### config.mk
export PLATFORM = sky130hd
export DESIGN_NAME = sort_frame_loader
export DESIGN_NICKNAME = d
export VERILOG_FILES = /design/src/rtl/sorter_pkg.sv /design/src/rtl/sort_frame_loader.sv
export SDC_FILE = /design/constraint.sdc
export NUM_CORES = 1
export LEC_CHECK = 0
export BUFFER_PORTS_ARGS = -buffer_cell sky130_fd_sc_hd__buf_2
export CORE_MARGIN = 1.5
export CORE_UTILIZATION = 50
export CTS_BUF_LIST = sky130_fd_sc_hd__clkbuf_16
export CTS_CLUSTER_DIAMETER = 80
export DETAILED_ROUTE_END_ITERATION = 16
export HOLD_SLACK_MARGIN = 0.02
export PLACE_DENSITY = 0.73
export RECOVER_POWER = 25
export SYNTH_ARGS = -nofsm -noshare
export SYNTH_HDL_FRONTEND = slang
export SYNTH_SLANG_ARGS = --single-unit
### constraint.sdc
create_clock -name clk -period 1.5 [get_ports clk]
set_input_delay 0.075 -clock clk [delete_from_list [all_inputs] [get_ports clk]]
set_output_delay 0.075 -clock clk [all_outputs]
set_load 0.02 [all_outputs]
### src/rtl/sorter_pkg.sv
// sorter_pkg
//   Shared types and helpers for the bitonic sorter family (loader, sorter,
//   merger wrappers).
//   - loader_state_t : frame loader FSM states {FILL, PAD}
//   - SORT_*         : default geometry of a sorter frame
//   - frame_t        : SIZE-wide packed frame vector, slot 0 in the low bits
//   - pad_value()    : sentinel that sorts to the tail for a given direction
package sorter_pkg;

   typedef enum logic {
      FILL = 1'b0,
      PAD  = 1'b1
   } loader_state_t;

   localparam int SORT_VALUE_BITS = 8;
   localparam int SORT_DEPTH      = 3;
   localparam int SORT_SIZE       = 1 << SORT_DEPTH;

   typedef logic [SORT_SIZE-1:0][SORT_VALUE_BITS-1:0] frame_t;

   // Widest element the pad helper supports; callers slice to their width.
   localparam int PAD_MAX_BITS = 64;

   // Ascending sort (direction 0) pushes all-ones to the tail,
   // descending sort (direction 1) pushes all-zeros to the tail.
   function automatic logic [PAD_MAX_BITS-1:0] pad_value(input logic direction);
      return direction ? {PAD_MAX_BITS{1'b0}} : {PAD_MAX_BITS{1'b1}};
   endfunction

endpackage

### src/rtl/sort_frame_loader.sv
// sort_frame_loader
//   Collects a serial element stream into SIZE-wide frames for the bitonic
//   sorter. A frame ends on in_last or after SIZE elements; short frames are
//   padded with a direction-dependent sentinel so pads sort to the tail.
//
// Handshake: an element transfers on a rising clk edge where
//   in_valid && in_ready. in_ready is a function of FSM state (and rst_n)
//   only, never of in_valid. in_data/in_last are ignored unless accepted.
//   There is no downstream backpressure: out_valid is a one-cycle strobe.
//
// Ports:
//   clk        clock, all logic on posedge
//   rst_n      synchronous active-low reset
//   in_valid   upstream element valid
//   in_ready   loader accepts an element this cycle (high in FILL)
//   in_data    element value
//   in_last    final element of the frame, qualified by in_valid
//   out        registered frame, slot 0 = first-received element
//   out_valid  one-cycle strobe: out holds a new frame
//   out_count  number of real (non-pad) elements in out, 1..SIZE
//   dbg_state  current FSM state
module sort_frame_loader
   import sorter_pkg::*;
#(
   parameter int VALUE_BITS = 8,
   parameter int DEPTH      = 3,
   parameter bit DIRECTION  = 1'b0,
   parameter int SIZE       = 1 << DEPTH
) (
   input  logic                                clk,
   input  logic                                rst_n,
   input  logic                                in_valid,
   output logic                                in_ready,
   input  logic [VALUE_BITS-1:0]               in_data,
   input  logic                                in_last,
   output logic [SIZE-1:0][VALUE_BITS-1:0]     out,
   output logic                                out_valid,
   output logic [DEPTH:0]                      out_count,
   output loader_state_t                       dbg_state
);

   localparam logic [PAD_MAX_BITS-1:0] PAD_WIDE   = pad_value(DIRECTION);
   localparam logic [VALUE_BITS-1:0]   PAD_WORD   = PAD_WIDE[VALUE_BITS-1:0];
   localparam logic [DEPTH-1:0]        LAST_IDX   = DEPTH'(SIZE - 1);
   localparam logic [DEPTH:0]          FULL_COUNT = (DEPTH + 1)'(SIZE);

   loader_state_t                   state_q, state_d;
   logic [DEPTH-1:0]                idx_q, idx_d;
   logic [DEPTH:0]                  idx_inc;
   logic [DEPTH:0]                  count_q, count_d;
   logic [SIZE-1:0][VALUE_BITS-1:0] frame_buf_q;
   logic [SIZE-1:0][VALUE_BITS-1:0] frame_next;
   logic                            accept;
   logic                            wr_en;
   logic [VALUE_BITS-1:0]           wr_data;
   logic                            emit;
   logic [DEPTH:0]                  emit_count;

   assign in_ready  = rst_n && (state_q == FILL);
   assign accept    = in_valid && in_ready;
   assign idx_inc   = {1'b0, idx_q} + (DEPTH + 1)'(1);
   assign dbg_state = state_q;

   // Next state, slot write and emit decision.
   always_comb begin
      state_d    = state_q;
      idx_d      = idx_q;
      count_d    = count_q;
      wr_en      = 1'b0;
      wr_data    = in_data;
      emit       = 1'b0;
      emit_count = FULL_COUNT;
      unique case (state_q)
         FILL: begin
            if (accept) begin
               wr_en = 1'b1;
               if (idx_q == LAST_IDX) begin
                  // Slot SIZE-1 closes the frame whether or not in_last is set.
                  emit       = 1'b1;
                  emit_count = FULL_COUNT;
                  idx_d      = '0;
               end else if (in_last) begin
                  count_d = idx_inc;
                  idx_d   = idx_inc[DEPTH-1:0];
                  state_d = PAD;
               end else begin
                  idx_d = idx_inc[DEPTH-1:0];
               end
            end
         end
         PAD: begin
            wr_en   = 1'b1;
            wr_data = PAD_WORD;
            if (idx_q == LAST_IDX) begin
               emit       = 1'b1;
               emit_count = count_q;
               idx_d      = '0;
               state_d    = FILL;
            end else begin
               idx_d = idx_inc[DEPTH-1:0];
            end
         end
         default: begin
            state_d = FILL;
         end
      endcase
   end

   // Buffer as it will look after this edge; the emit edge publishes this
   // so the slot being written lands in out on the same edge.
   always_comb begin
      frame_next = frame_buf_q;
      if (wr_en) begin
         frame_next[idx_q] = wr_data;
      end
   end

   // Buffer contents are don't-care after reset, so no reset here.
   always_ff @(posedge clk) begin
      frame_buf_q <= frame_next;
   end

   always_ff @(posedge clk) begin
      if (!rst_n) begin
         state_q   <= FILL;
         idx_q     <= '0;
         count_q   <= '0;
         out       <= '0;
         out_valid <= 1'b0;
         out_count <= '0;
      end else begin
         state_q   <= state_d;
         idx_q     <= idx_d;
         count_q   <= count_d;
         out_valid <= emit;
         if (emit) begin
            out       <= frame_next;
            out_count <= emit_count;
         end
      end
   end

endmodule

# After elaboration in Yosys (flattened, before gate mapping)
# Index checks and enable logic that the tools add are counted.
word_totals:
  output_inout_bits: 71
  inputBits: 12
  reg_bits: 141
  word_cells: 52
classes:
  n_reduce_logical: 4
  eq_ne: 2
  n_bitwise: 2
  addsub: 1
  mux: 20
  magnitude_cmp: 2
op_table:
  columns: ["operator", "n"]
  rows:
  - ["$bwmux 64", 1]
  - ["$mux 64", 1]
  - ["$demux 8 s3", 1]
  - ["$mux 8", 2]
  - ["$pmux 4 s2", 1]
  - ["$mux 1", 7]
  - ["$mux 3", 2]
  - ["$pmux 1 s2", 3]
  - ["$pmux 3 s2", 1]
  - ["$add 3x1->4 const B", 1]
  - ["$lt 3x4->1 const B", 1]
  - ["$mux 4", 1]
  - ["$reduce_and 4->1", 1]
  - ["$eq 3x3->1 const B", 1]
  - ["$ge 3x1->1 const B", 1]
  - ["$logic_and 1x1->1", 3]
  - ["$ne 2x2->1 const B", 1]
  - ["$not 1->1", 2]

# Depth between registers and ports, before layout
depth:
  ltp_word: 6
  ltp_mapped: 7
  depth_no_buf: 5

# Worst setup path after synthesis
# OpenSTA, ideal clock, no wires.
synth_path:
  path_type: "reg-to-reg"
  startpoint: "reg idx_q[0]"
  endpoint: "reg out[16] (netlist bit)"
  path_buffers: 2
  period_less_slack_ns: 1.654
  t_arrival_ns: 1.562
  setup_time_ns: 0.092
  setup_slack_ns: -0.154
  stages_incl_launch_ff: 8
  cell_sequence: "dfxtp_1 ha_1 ha_1 nand3b_4 a21o_1 buf_4 buf_6 o32ai_1"
synth_between:
  elab_chain_len: 6
  elab_cells_between_ends: 11
synth_lines:
  columns: ["element", "line_no", "rtl"]
  rows:
  - ["from (decl)", "sort_frame_loader.sv:48", "logic [DEPTH-1:0] idx_q, idx_d;"]
  - ["from (signal assigned)", "sort_frame_loader.sv:133", "idx_q <= idx_d;"]
  - ["$lt 3x4->1 (not written as such) or $ge 3x1->1 (tied branches)", "sort_frame_loader.sv:114", "frame_next[idx_q] = wr_data;"]
  - ["$logic_and 1x1->1 (not written as such)", "sort_frame_loader.sv:114", null]
  - ["$mux 8 (not written as such)", "sort_frame_loader.sv:114", null]
  - ["$demux 8 s3", "sort_frame_loader.sv:114", null]
  - ["$bwmux 64", "sort_frame_loader.sv:114", null]
  - ["$mux 64", "sort_frame_loader.sv:113", "if (wr_en) begin"]
  - ["to (signal assigned)", "sort_frame_loader.sv:137", "out <= frame_next;"]
  - ["to (decl)", "sort_frame_loader.sv:36", "output logic [SIZE-1:0][VALUE_BITS-1:0] out,"]
# Several ways; a longest one is shown, not always the timed one.
# A chain may end at the register's enable or synchronous reset.

# Final worst setup path
layout_path:
  startpoint: "reg idx_q[0]"
  endpoint: "reg out[39] (netlist bit)"
# Same word-level chain as after synthesis.

==> results.py <==
metrics = {
    "synthesis": {
        "synthMuxAreaShare_pct": 0,
        "synth_area_leader_cell": "dfxtp_1",
        "synth.area.top_cells": "dfxtp_1 53%, o32ai_1 9.5%, nor2_1 9.2%, a21oi_1 6.8%, inv_1 4.7%",
        "synth_cells": 575,
        "synthAdderAreaFrac_pct": 0.7032,
        "avgSynthCellArea_um2": 9.283,
        "synthesis.area_um2": 5338,
        "synth_edf_count": 0,
        "synth_compound_area_share_pct": 19.78,
        "synthesis.nets": 590,
        "yosys_most_used_dff": "dfxtp_1",
        "synthDistinctLibCells": 36,
        "synth-simple-area-share_pct": 17.21,
        "synth-seq-cells": 141,
        "synth_top_area_share_pct": 52.88,
        "synthArstFlopShare_pct": 0,
        "synth_xor_area_share_pct": 0,
        "ys_warn_count": 0,
        "seq_area_frac_synth_pct": 52.88,
        "synth_top_family_by_area": "compound AO/OA/AOI/OAI gates",
        "synthTopCellsByCount": "141 x dfxtp_1, 131 x nor2_1, 72 x a21oi_1, 67 x inv_1, 58 x o32ai_1",
        "synth_most_common_cell": "dfxtp_1",
    },
    "worst_setup_path": {
        "crit_type": "reg -> reg",
        "crit_required_ns": 1.82,
        "cp_slowest_cell": "dfxtp_4",
        "max_stage_delay_ns": 0.37,
        "path_max_fanout": 8,
        "crit_top_cell": "ha_4",
        "end_kind": "flip-flop",
        "crit_path_start_kind": "flip-flop",
        "crit_chain": "ha_4 > ha_4 > nand3b_4 > a21o_4 > buf_16 > o32ai_4",
        "arrival_ns": 1.94,
    },
    "route": {
        "wl_mm": 19.20,
        "vias_per_cell": 6.151,
        "wl_per_cell_um": 22.80,
        "ant_nets": 0,
        "drc": 0,
        "dr.pass1.iters": 7,
        "vias": 5179,
        "first_iter_violations": 551,
    },
    "timing": {
        "setup_violations": 74,
        "drv_slew": 0,
        "clock_skew_ns": 0.01354,
        "fin_ws_ns": -0.1243,
        "rsz0062_at_grt": "true",
        "hold_viol_final": 0,
        "hold-worst-slack_ns": 0.1137,
        "max_slew.worst_pin.slew_ns": 0.4722,
        "finalCriticalPeriod_ns": 1.624,
        "max_slew_margin_pct": 68.34,
        "fmax_mhz": 615.6,
        "post-route-period-util_pct": 108.3,
        "fin_tns_setup_ns": -4.240,
    },
    "cts": {
        "clkSinkCount": 141,
        "cts_buffer_depth": 2,
        "cts-root-buf": "clkbuf_16",
        "htreeDepth": 4,
        "cts_buffers": 17,
        "clk_latency_ns": 0.43,
        "cts_tree": "built",
        "clk_pin_slew_ns": 0.06,
    },
    "floorplan": {
        "rows": 37,
        "initial_core_util_pct": 51.70,
        "core_um2": 10320,
        "num_io_pins": 83,
        "fp.dieArea_um2": 11300,
        "die_h_um": 106.3,
        "fp.dieW_um": 106.3,
    },
    "global_routing": {
        "grt_use_total_pct": 29.85,
        "grt_pass1_vias": 4943,
        "grt_pass1_wl_mm": 25.55,
        "grt_overflow_total": 0,
        "grt_max_degree": 47,
        "antenna_found_initial": 0,
    },
    "pwr": {
        "ir_drop_uv": 729.6,
        "cellLeakagePower_nw": 2.958,
        "cellPowerDensity_nw_per_um2": 1335,
    },
    "placement": {
        "io_buffers": 82,
        "dp.cells": 791,
        "globalplace.congestion": 0.8168,
        "place_hpwl_mm": 9.220,
    },
    "run_status": {
        "status": "finished, violations left",
        "violations": "setup timing",
    },
    "layout": {
        "final_cell_count_no_fill": 842,
        "area_growth_pct": 46.58,
        "nets": 708,
        "n_antenna_cell": 0,
        "drive_gt1_share_pct": 36.97,
        "nFillCells": 627,
    },
    "hold_path": {
        "worstHoldPathType": "in -> reg",
    },
    "run": {
        "maxCapViolCount": 0,
    },
}
[stage by stage]
| step | power [mW] | setup WS (ns) | utilization (%) | area [um2] |
|---|---|---|---|---|
| after global placement | 5.323 | -0.03102 | 59.16 | 6107 |
| after floorplan | 5.098 | 0.001486 | - | 5384 |
| after CTS | 10.12 | -0.03993 | 70.99 | 7328 |
| after detailed placement | 5.404 | -0.1356 | 59.16 | 6107 |
| after global routing | 10.72 | -0.1663 | 75.78 | 7824 |
| final | 10.45 | -0.1243 | 75.78 | 7824 |
[flip-flops by register name (all words and copies together), names as in the netlist]
signal / count
idx_q: 3
out_count: 4
frame_buf_q: 64
out_valid: 1
dbg_state: 1
out: 64
count_q: 4
[layout make-up]
| cell class | count | area [um2] | share of cell area [%] |
|---|---|---|---|
| Timing Repair Buffer | 139 | 1176 | 15.03 |
| Sequential cell | 141 | 2834 | 36.22 |
| Multi-Input combinational cell | 327 | 2748 | 35.12 |
| Tap cell | 136 | 170.2 | 2.175 |
| Inverter | 67 | 251.5 | 3.214 |
| Clock buffer | 17 | 425.4 | 5.437 |
| Clock inverter | 15 | 219.0 | 2.799 |
[path summary, 6_finish.rpt]
path	startpoint	to	slack, ns	cells past startpoint
setup / recovery	idx_q[0]	out[39]	-0.12	6
hold / removal	in_data[3]	frame_buf_q[27]	0.11	4
hold reg to reg	out[16]	out[16]	0.45	2
setup reg to reg	idx_q[0]	out[39]	-0.12	6
[worst max-delay path: cells and delay by family, from the launching register on]
kind,cells,cell delay (ns)
flops,1,0.37
fa+ha+maj,2,0.30
simple gates,1,0.08
buf+inv,1,0.20
compound gates,2,0.57
[timing repair]
item	CTS	global route
pin swaps	16	11
hold buffers	1	0
cloned	5	6
endpoints found under the hold margin	1	0
resized for setup	69	74
endpoints found under the setup margin	65	83
buffers inserted	5	2
[where the power goes]
group / internal [mW] / switching (mW)
Clock: 2.96 / 1.72
Combinational: 0.482 / 0.892
Sequential: 4.21 / 0.180
[metal layers]
layer / up-vias / track usage [%] / share of wire [%]
li1: 2242 / - / -
met1: 2525 / 34.40 / 37
met2: 328 / 50.78 / 49
met3: 84 / 8.155 / 8.4
met4: 0 / 14.86 / 5.0
met5: - / 0 / 0
[cells in the final DEF, fill, tap and decap left out, drive strengths merged, types with 3 or more instances in the layout]
cell	Yosys	layout
a21oi	72	72
a22o	3	3
and3b	3	3
buf	30	100
bufinv	0	5
clkbuf	10	54
clkinv	0	3
dfxtp	141	141
ha	3	3
inv	67	73
nand2	4	4
nand3	5	5
nand3b	4	4
nand4bb	8	8
nor2	131	131
nor3b	3	3
o21ai	5	5
o32ai	64	64
or4b	8	8
[cell families (layout without fill, tap and decap cells)]
kind of cell               Yosys count  count (layout)
and+or+nand+nor                    175             175
AOI/OAI and AO/OA                  149             149
DFF                                141             141
buffers and inverters              107             238
adders and majority gates            3               3
Note: power is estimated with default switching activity, not from simulation.
